File: src/rtl/sram_access_ctrl.sv
`default_nettype none
// +----------------------------------------------------------------------------+
// | Module : sram_access_ctrl                                                  |
// | Brief  : byte/half/word request controller for a 2048x32 byte-laned SRAM;  |
// |          optional misalignment check under SRAM_ACCESS_ALIGN_CHECK_EN.     |
// | Rev    : 1.0                                                               |
// +----------------------------------------------------------------------------+
module sram_access_ctrl #(
  parameter int ADDR_WIDTH = 13
) (
  input  logic                  int_clock,
  input  logic                  int_reset,
  input  logic                  req_valid,
  output logic                  req_ready,
  input  logic                  req_read,
  input  logic [1:0]            req_size,
  input  logic                  req_signed,
  input  logic [ADDR_WIDTH-1:0] req_address,
  input  logic [31:0]           req_write_data,
  output logic                  resp_valid,
  input  logic                  resp_ready,
  output logic [31:0]           resp_data,
  output logic                  resp_error,
  output logic                  sram_read,
  output logic                  sram_write,
  output logic [3:0]            sram_byte_enables,
  output logic [ADDR_WIDTH-3:0] sram_address,
  output logic [31:0]           sram_write_data,
  input  logic [31:0]           sram_read_data
);

  typedef enum logic [1:0] {
    S_IDLE    = 2'd0,
    S_RD_WAIT = 2'd1,
    S_RESP    = 2'd2
  } state_t;

  state_t      r_state;
  state_t      w_state_next;
  logic        w_accept;
  logic        w_misalign;
  logic        w_strobe;
  logic        w_is_byte;
  logic        w_is_half;
  logic [1:0]  r_offset;
  logic [1:0]  r_size;
  logic        r_signed;
  logic        r_misalign;
  logic [31:0] r_resp_data;
  logic        r_resp_error;
  logic [7:0]  w_rd_byte;
  logic [15:0] w_rd_half;
  logic [31:0] w_aligned;

  assign w_is_byte = (req_size == 2'd0);
  assign w_is_half = (req_size == 2'd1);

  assign req_ready = !int_reset && ((r_state == S_IDLE) || ((r_state == S_RESP) && resp_ready));
  assign w_accept  = req_valid && req_ready;

`ifdef SRAM_ACCESS_ALIGN_CHECK_EN
  // Misaligned requests are still accepted, they just never touch the SRAM
  assign w_misalign = (w_is_half && req_address[0]) ||
                      (req_size[1] && (req_address[1:0] != 2'b00));
`else
  assign w_misalign = 1'b0;
`endif

  assign w_strobe     = w_accept && !w_misalign;
  assign sram_read    = w_strobe && req_read;
  assign sram_write   = w_strobe && !req_read;
  assign sram_address = req_address[ADDR_WIDTH-1:2];

  always_comb begin
    sram_byte_enables = 4'b0000;
    sram_write_data   = 32'd0;
    if (w_strobe) begin
      if (w_is_byte) begin
        sram_byte_enables = 4'b0001 << req_address[1:0];
        sram_write_data   = {4{req_write_data[7:0]}};
      end else if (w_is_half) begin
        sram_byte_enables = req_address[1] ? 4'b1100 : 4'b0011;
        sram_write_data   = {2{req_write_data[15:0]}};
      end else begin
        sram_byte_enables = 4'b1111;
        sram_write_data   = req_write_data;
      end
    end
  end

  always_comb begin
    w_state_next = r_state;
    case (r_state)
      S_IDLE:    if (w_accept && req_read) w_state_next = S_RD_WAIT;
      S_RD_WAIT: w_state_next = S_RESP;
      S_RESP:    if (resp_ready) w_state_next = (w_accept && req_read) ? S_RD_WAIT : S_IDLE;
      default:   w_state_next = S_IDLE;
    endcase
  end

  // Lane select uses the offset captured at accept; half ignores addr[0]
  assign w_rd_byte = sram_read_data[{r_offset, 3'b000} +: 8];
  assign w_rd_half = sram_read_data[{r_offset[1], 4'b0000} +: 16];

  always_comb begin
    w_aligned = sram_read_data;
    if (r_size == 2'd0)
      w_aligned = {{24{r_signed & w_rd_byte[7]}}, w_rd_byte};
    else if (r_size == 2'd1)
      w_aligned = {{16{r_signed & w_rd_half[15]}}, w_rd_half};
  end

  always_ff @(posedge int_clock or posedge int_reset) begin
    if (int_reset) begin
      r_state      <= S_IDLE;
      r_offset     <= 2'd0;
      r_size       <= 2'd0;
      r_signed     <= 1'b0;
      r_misalign   <= 1'b0;
      r_resp_data  <= 32'd0;
      r_resp_error <= 1'b0;
    end else begin
      r_state <= w_state_next;
      if (w_accept && req_read) begin
        r_offset   <= req_address[1:0];
        r_size     <= req_size;
        r_signed   <= req_signed;
        r_misalign <= w_misalign;
      end
      if (r_state == S_RD_WAIT) begin
        r_resp_data  <= r_misalign ? 32'd0 : w_aligned;
        r_resp_error <= r_misalign;
      end
    end
  end

  assign resp_valid = (r_state == S_RESP);
  assign resp_data  = r_resp_data;
  assign resp_error = r_resp_error;

endmodule
`default_nettype wire

File: config.mk
export PLATFORM = sky130hd
export DESIGN_NAME = sram_access_ctrl
export DESIGN_NICKNAME = d
export VERILOG_FILES = /design/src/rtl/sram_access_ctrl.sv
export SDC_FILE = /design/constraint.sdc
export NUM_CORES = 1
export LEC_CHECK = 0
export CAP_MARGIN = 20
export CORE_MARGIN = 2
export CORE_UTILIZATION = 37
export CTS_CLUSTER_DIAMETER = 200
export DETAILED_ROUTE_END_ITERATION = 12
export GPL_TIMING_DRIVEN = 1
export HOLD_SLACK_MARGIN = 0.15
export PLACE_DENSITY = 0.78
export SETUP_SLACK_MARGIN = 0.5
export SLEW_MARGIN = 20
export SYNTH_ARGS = -nofsm -noshare
export SYNTH_HDL_FRONTEND = slang
export SYNTH_SLANG_ARGS = --single-unit
File: constraint.sdc
create_clock -name int_clock -period 1.72 [get_ports int_clock]
set_input_delay 0.172 -clock int_clock [delete_from_list [all_inputs] [get_ports int_clock]]
set_output_delay 0.172 -clock int_clock [all_outputs]
set_load 0.03 [all_outputs]
==> results of run 1 <==
## repair_timing
action,4_1_cts,5_1_grt
cloned,8,4
buffers inserted,21,11
pin swaps,10,8
endpoints found under the setup margin,110,105
resized for setup,158,60
## metrics by stage
step	cells	area (µm²)	setup WS, ns
6_report	609	5490	-0.202
3_3_place_gp	557	4580	-0.242
3_5_place_dp	557	4580	-0.300
2_1_floorplan	322	3020	0.00883
4_1_cts	594	5350	-0.135
5_1_grt	609	5490	-0.249
## logic make-up after synthesis
family          synth area share (%)
compound gates                  28.2
simple gates                    14.3
buf+inv                         8.80
mux                             11.9
other cells                    0.141
flops                           36.7
## final cells by class
| class | count | area, µm² |
|---|---|---|
| clock inverters | 1 | 5.00 |
| well taps | 96 | 120 |
| clock buffers | 7 | 76.3 |
| inverters | 5 | 18.8 |
| fillers | 407 | 1380 |
| repair buffers | 223 | 2340 |
| multi-input cells | 238 | 1950 |
| flip-flops and latches | 39 | 978 |
## synthesized netlist by cell type
| master | n |
|---|---|
| and2_4 | 1 |
| a22oi_1 | 7 |
| buf_1 | 3 |
| nand2b_1 | 4 |
| a22o_1 | 8 |
| o22a_1 | 8 |
| buf_2 | 7 |
| dfrtp_1 | 39 |
| nor2_1 | 52 |
| a21oi_1 | 60 |
| a221oi_1 | 1 |
| mux2i_1 | 17 |
| buf_6 | 1 |
| nand2_1 | 10 |
| o21ai_4 | 1 |
| nand3_1 | 2 |
| clkbuf_1 | 18 |
| inv_1 | 5 |
| a211oi_1 | 1 |
| and2_1 | 10 |
| a31oi_1 | 8 |
| nor3b_1 | 2 |
| o21bai_1 | 1 |
| o21ai_0 | 18 |
| a2111oi_0 | 1 |
| conb_1 | 1 |
| a32oi_1 | 7 |
| a21o_1 | 1 |
| buf_4 | 12 |
| mux2_2 | 11 |
| mux4_2 | 1 |
| nor2b_1 | 4 |
## power groups by stage
stage          Clock [mW]  Combinational (mW)  Sequential [mW]
6_report            0.620                2.83             1.39
5_1_grt             0.649                2.97             1.41
2_1_floorplan           0                1.07             1.87
3_3_place_gp            0                2.55             1.37
4_1_cts             0.616                2.77             1.37
3_5_place_dp            0                2.59             1.39
## routing by layer
| layer | vias up | part of all wire (%) | track usage (%) |
|---|---|---|---|
| li1 | 1522 | - | - |
| met1 | 1704 | 36 | 32.8 |
| met2 | 222 | 52 | 51.3 |
| met3 | 42 | 8.6 | 6.81 |
| met4 | 0 | 3.6 | 8.68 |
| met5 | - | 0 | 0 |
## flip-flops by register name (all words and copies together), names as in the netlist
signal / cells
r_state: 2
r_size: 2
r_offset: 2
resp_data: 32
r_signed: 1
## worst max-delay path: cells and delay by family (launching register included)
family	cells	cell delay, ns
simple gates	1	0.20
buf+inv	3	0.43
compound gates	1	0.36
flops	1	0.46
## how the worst max path moves through the flow
stage,start,to,slack [ns],depth (start not counted)
after floorplan,r_state[1],sram_write,0.009,5
after global placement,resp_ready,r_size[1],-0.24,5
after detailed placement,resp_ready,r_size[1],-0.30,5
after CTS,r_state[1],sram_write_data[9],-0.14,6
after global routing,r_state[1],sram_read,-0.25,5
final,r_state[1],sram_read,-0.20,5
==> metrics list, run 1 <==
- Sequential power share: roughly 29%
* H-tree levels: 2
- TritonCTS Buffers: 5
- Number of pins with negative max-slew slack in the final report: 0
* Leading cell type in the layout, fill and taps excluded: clkdlybuf4s50_1
- The flow ran to the end, but the final reports show violations.
- Grt total ovfl: 0
- Total power: roughly 4.8 mW
- Setup repair after global routing could not meet its margin everywhere.
* Largest voltage drop on the vdd net: 561 µV
* Die footprint: 7880 µm²
* Internal power summed over all cells: around 2.7 mW
- The tool flagged a number of max-cap violations equal to 0.
- Min setup slack post-route: -0.202 ns
- For this block, the routed nets add up to 12.6 mm of wire.
- In this run the worst path has a maximum fanout of 6.
- Adding up every negative setup slack in the final design gives -5.91 ns.
- By area the synthesized netlist is led by dfrtp_1 (37%), a21oi_1 (11%), nor2_1 (7.3%).
* Proportion of power drawn by the clock network: 12.8%
- Clock tree from TritonCTS: yes
- After synthesis the netlist holds a flip-flop and latch count of 39.
- The share of the Yosys chip area taken by registers is 36.7%.
* Number of iterations in the first detailed-routing pass: 5
* GRT Overall Usage: 28.3%
- The endpoint identified for the worst register-to-register timing path is r_signed.
- Layout cell share with drive strength beyond 1: 47.0%
* Source-to-sink clock delay at the later pin of the worst-skew pair: around 0.30 ns
- Across all hold checks on the routed design, the worst slack comes to 0.249 ns.
- After detailed routing, the number of vias per cell comes to 5.73.
- Buffer depth of the longest clock path: 2
- The synthesized netlist occupies a cell area of ~2700 µm².
* HPWL reported at the end of detailed placement: 7.30 mm
* Clock-pin slew of the registers on the worst-case setup and hold paths: around 0.080 ns
- The worst setup path is launched from a flip-flop.
* Sinks on the clock net: 39
- The synthesized design devotes to its leading area cell type 36.7% of total area.
- Measured along the x axis, the die boundary spans around 89 µm.
- Cell chosen for the clock root: clkbuf_8
- The Yosys step of the flow raised 0 warnings.
* Worst min path class: input pin to asynchronous set/reset pin
* FP Rows: 30
- Once detail routing completed, the nets flagged for antenna violations numbered 0.
- For this design the total switching power over the nets is 2.13 mW.
- Dividing the detail-routed wire length by the instance count gives between 20 and 25 µm.
* P_leak: between 2 and 2.5 nW
* Post-Route Skew: 0.0121 ns
- Average cell area after synthesis: about 8.3 µm²
* Number of antenna violations at the first check in global routing: 0
- The count of buffers added on input and output ports is 145.
* First-pass GRT wire length: approximately 17 mm
- DIE HEIGHT: 88.8 µm
- Dividing total power by cell area gives a power density of 880 nW/µm².
- Number of hold violations in the final report: 0
- Measured on the finished design, the core utilization comes to 80.0%.
- Number of buffers inserted by hold repair at cts: 0
- Cell type with the highest aggregate area in the netlist: dfrtp_1
- Of the total power, the share spent switching nets is between 40% and 50%.
- From synthesis to final layout, the design area changed by 106%.
- Largest net degree at the start of global routing: 40
- The worst register-to-register path has a depth of 6.
- Top achievable clock speed: 0.520 GHz
- Setup violations remaining at the end of the flow were counted as 52.
- The startpoint identified for the worst register-to-register timing path is r_state[1].
- Starting density of the core: 38.7%
* Synthesized instance count: between 300 and 400
* Iteration-0 DRC count of the detailed router: 186
- Number of nets in the synthesized netlist: between 400 and 500
* Antenna Cells: 0
- Comb pwr share: 58.5%
- Max stage delay on crit path: 0.46 ns
* Data required time of the critical path: 1.55 ns
- Most prevalent standard cell on the critical path: buf_6
* Cell with the biggest individual delay on the critical path: dfrtp_2
- Leading cell types in the layout, fill and taps excluded: clkdlybuf4s50_1 (70), buf_6 (63), buf_4 (37), dfrtp_1 (37), nor2_1 (34)
* Crit-path cells: a2111oi_4 > buf_4 > and2_4 > buf_6 > buf_6
- The core region is 6870 µm².
* Violated checks: negative setup slack
* Via count of the first global-routing pass: 3312
- Post-layout net count: 597
- Data arrives at the worst endpoint at 1.75 ns.
- Critical path class: flip-flop to output port
- Routability-driven placement finished with a final weighted congestion of 0.897.
- Flop2flop setup slack: -0.15 ns
* Via count: 3490
- Final clock period utilization by the worst path: 112%
- Final Critical Period: 1.92 ns
* Number of distinct library cell variants in the gate-level netlist after synthesis: 32
- 169 I/O pins were placed.
* Count of unresolved DRC violations after routing: 0
* Endpoint type of the worst setup path: output port
(Power assumes the default switching activity.)
==> inputs of run 2 (changes only) <==
Settings changed: ABC_AREA from default to 0, ABC_CLOCK_PERIOD_IN_PS from default to 1720, CORE_UTILIZATION 37 to 50, DONT_BUFFER_PORTS from default to 1, PLACE_DENSITY 0.78 to 0.62.
==> run 2 against run 1 <==
Effect of this change:
- the flow still finishes with violations (negative setup slack)
- combinational power shrank 46%
- non-clock buffer count is 143 lower
- utilization is 3.6 points lower
- final cell count down 28%
- clock-buffer cell count is 1 lower
- sequential power is 40% higher
- power shrank 15%
- clock power increased by 2%
- worst hold slack got worse by 0.093 ns
- first-iteration DRC count is 33% lower
- maximum frequency up 8.8%
==> metrics list, run 2 (synthesis gave the netlist of run 1 again) <==
- Largest fanout of any net on the critical path: 8
- In this run the clock root is driven by a clkbuf_8.
- Die footprint: just under 6000 µm²
- The number of hold-slack violations in the final timing report came to 0.
- The signal on the critical path passes through a211oi_4 > nand2_4 > buf_12 > a21oi_2 > buf_6.
- H-tree levels: 2
* Max-cap violation count: 0
- Total power for the finished layout comes to about 4.1 mW.
- Using the TritonRoute via totals, the vias-per-cell ratio works out to 6.34.
- Across the VDD grid, the largest voltage drop is roughly 570 µV.
* Worst Setup Start Kind: flip-flop
- Number of cells in the finished layout apart from fillers: 439
* Final setup violating endpoints: 33
- HPWL reported at the end of detailed placement: ~5.8 mm
- In this run the core area contains 26 standard-cell rows.
- The largest single stage delay on the critical path is 0.44 ns.
- Measured along the y axis, the die boundary spans 76.9 µm.
* Setup repair after global routing missed its margin: yes
- For this block, the via count after detailed routing is 2783.
* Source-to-sink clock delay at the later pin of the worst-skew pair: 0.30 ns
* Global placement routability congestion: between 0.7 and 0.8
* Cell Pwr Density: between 1000 and 1500 nW/µm²
* Worst min path class: input pin to flip-flop
- Number of pins with negative max-slew slack in the final report: 0
* TritonCTS Buffers: 5
- Derived from the worst setup path, the maximum achievable clock frequency is 0.566 GHz.
* Met3 Use GR: 9.41%
* GRT Overall Usage: roughly 30%
- Global-route met1 utilization: 31.9%
* Count of unresolved DRC violations after routing: 0
* Largest net degree at the start of global routing: 41
* P_leak: 1.58 nW
* Post-placement worst setup slack: ~0.11 ns
- The global routing stage identified its most utilized layer as met2.
* Number of placed instances with taps included: 379
- The detail route stage leaves a number of antenna-violating nets equal to 0.
* Min setup slack post-route: -0.0461 ns
* Number of I/O pins: roughly 170
* Layout cell share with drive strength beyond 1: 36.9%
* Clock tree from TritonCTS: yes
* Final routed wire length divided by cell count: about 20 µm
- The floorplan step set the die width to roughly 77 µm.
- Clock-pin slew was measured on the worst setup and hold paths at 0.07 ns.
* Final design instance area without fill: just under 4000 µm²
- Data arrival at the endpoint of the critical path: 1.59 ns
* Critical path class: flip-flop to output port
- In this run the standard cell core region covers 5110 µm².
- Post-Route Skew: between 0.01 and 0.015 ns
* Post-layout net count: about 450
- For met2 alone, demand over resource in global routing was ~55%.
- Worst rel slew slack: 62.6%
* Via count of the first global-routing pass: approximately 2900
* Cell with the biggest individual delay on the critical path: dfrtp_2
- The routed design could run at a clock period as short as approximately 1.8 ns.
* Buffer depth of the longest clock path: 2
- Minimum hold slack: 0.157 ns
- Number of antenna violations at the first check in global routing: 0
- Post-DP Area: ~3100 µm²
* Number of iterations in the first detailed-routing pass: 6
- The first global-routing pass estimated between 10 and 15 mm of wire.
* Grt total ovfl: 0
- STA classifies the critical path endpoint as an output port.
- Port bufs: 0
- Sinks on the clock net: 39
- The initial utilization of the core area, before any placement, comes to a little over half.
- Antenna Cells: 0
* Final clock period utilization by the worst path: 103%
* Iteration-0 DRC count of the detailed router: between 100 and 150
- For this block, the routed nets add up to 8.98 mm of wire.
* Leading cell type in the layout, fill and taps excluded: dlygate4sd3_1
- The run finished, with violations left.
* Flip-flop count of the largest register after layout: 32
* Data required time of the critical path: 1.55 ns
- Layout area overhead: 46.6%
- Pin slew with the least headroom to its limit: 0.559 ns
- The checks that failed: negative setup slack.
- The top cell types in the final layout, fill and taps aside, are dlygate4sd3_1 (38), dfrtp_1 (37), nor2_1 (34).
## run 2: cell types whose count changed in the layout (fill, tap and decap cells not counted), moves of 3 or more
cell / change
clkdlybuf4s50_1: -70
clkbuf_16: -3
buf_4: -18
a21oi_1: +7
clkbuf_2: -23
dlygate4sd3_1: +38
buf_6: -46
clkdlybuf4s15_1: -7
buf_12: -5
a21oi_4: -5
buf_16: -4
## run 2: cell type report
| class | instances | area, µm² |
|---|---|---|
| inverters | 5 | 18.8 |
| clock inverters | 1 | 5.00 |
| well taps | 70 | 87.6 |
| flip-flops and latches | 39 | 978 |
| fillers | 372 | 1210 |
| multi-input cells | 238 | 1890 |
| clock buffers | 6 | 82.6 |
| repair buffers | 80 | 835 |
## run 2: power by group
group	leakage, nW	switching [mW]	internal, mW
Combinational	1.09	0.790	0.749
Sequential	0.445	0.751	1.19
Clock	0.0470	0.319	0.315
## run 2: timing repair
| item | CTS | global route |
|---|---|---|
| endpoints found under the setup margin | 78 | 78 |
| pin swaps | 10 | 5 |
| resized for setup | 44 | 11 |
| buffers inserted | 9 | 2 |
| hold endpoints to repair | 77 | 0 |
| cloned | 4 | 0 |
| hold buffers | 38 | 0 |
## run 2: critical path: cells and delay by family (launching register included)
family	cells	cell delay, ns
AO/OA/AOI/OAI	2	0.39
buffers and inverters	2	0.32
flip-flops	1	0.44
AND/OR/NAND/NOR	1	0.14
## run 2: worst paths after layout
check                             from                  end  slack, ns  cells after the start
min in group asynchronous    int_reset        resp_data[13]       0.45                      3
max                         r_state[1]  sram_write_data[11]      -0.05                      5
max reg2reg                r_offset[0]        resp_data[25]       0.12                      5
min                         resp_ready           r_state[1]       0.16                      2
max in group asynchronous    int_reset           r_state[0]       0.90                      3
min reg2reg                   r_signed             r_signed       0.70                      1
## run 2: metal layers
layer / vias up / share of wire (%)
li1: 1227 / -
met1: 1373 / 36
met2: 165 / 52
met3: 18 / 9.6
met4: 0 / 2.1
met5: - / 0
## run 2: per-stage QoR
stage	util [%]	setup TNS, ns
6_report	76.4	-0.668
5_1_grt	76.4	-2.40
4_1_cts	75.2	-1.03
3_5_place_dp	60.8	0
3_3_place_gp	60.8	0
2_1_floorplan	-	0
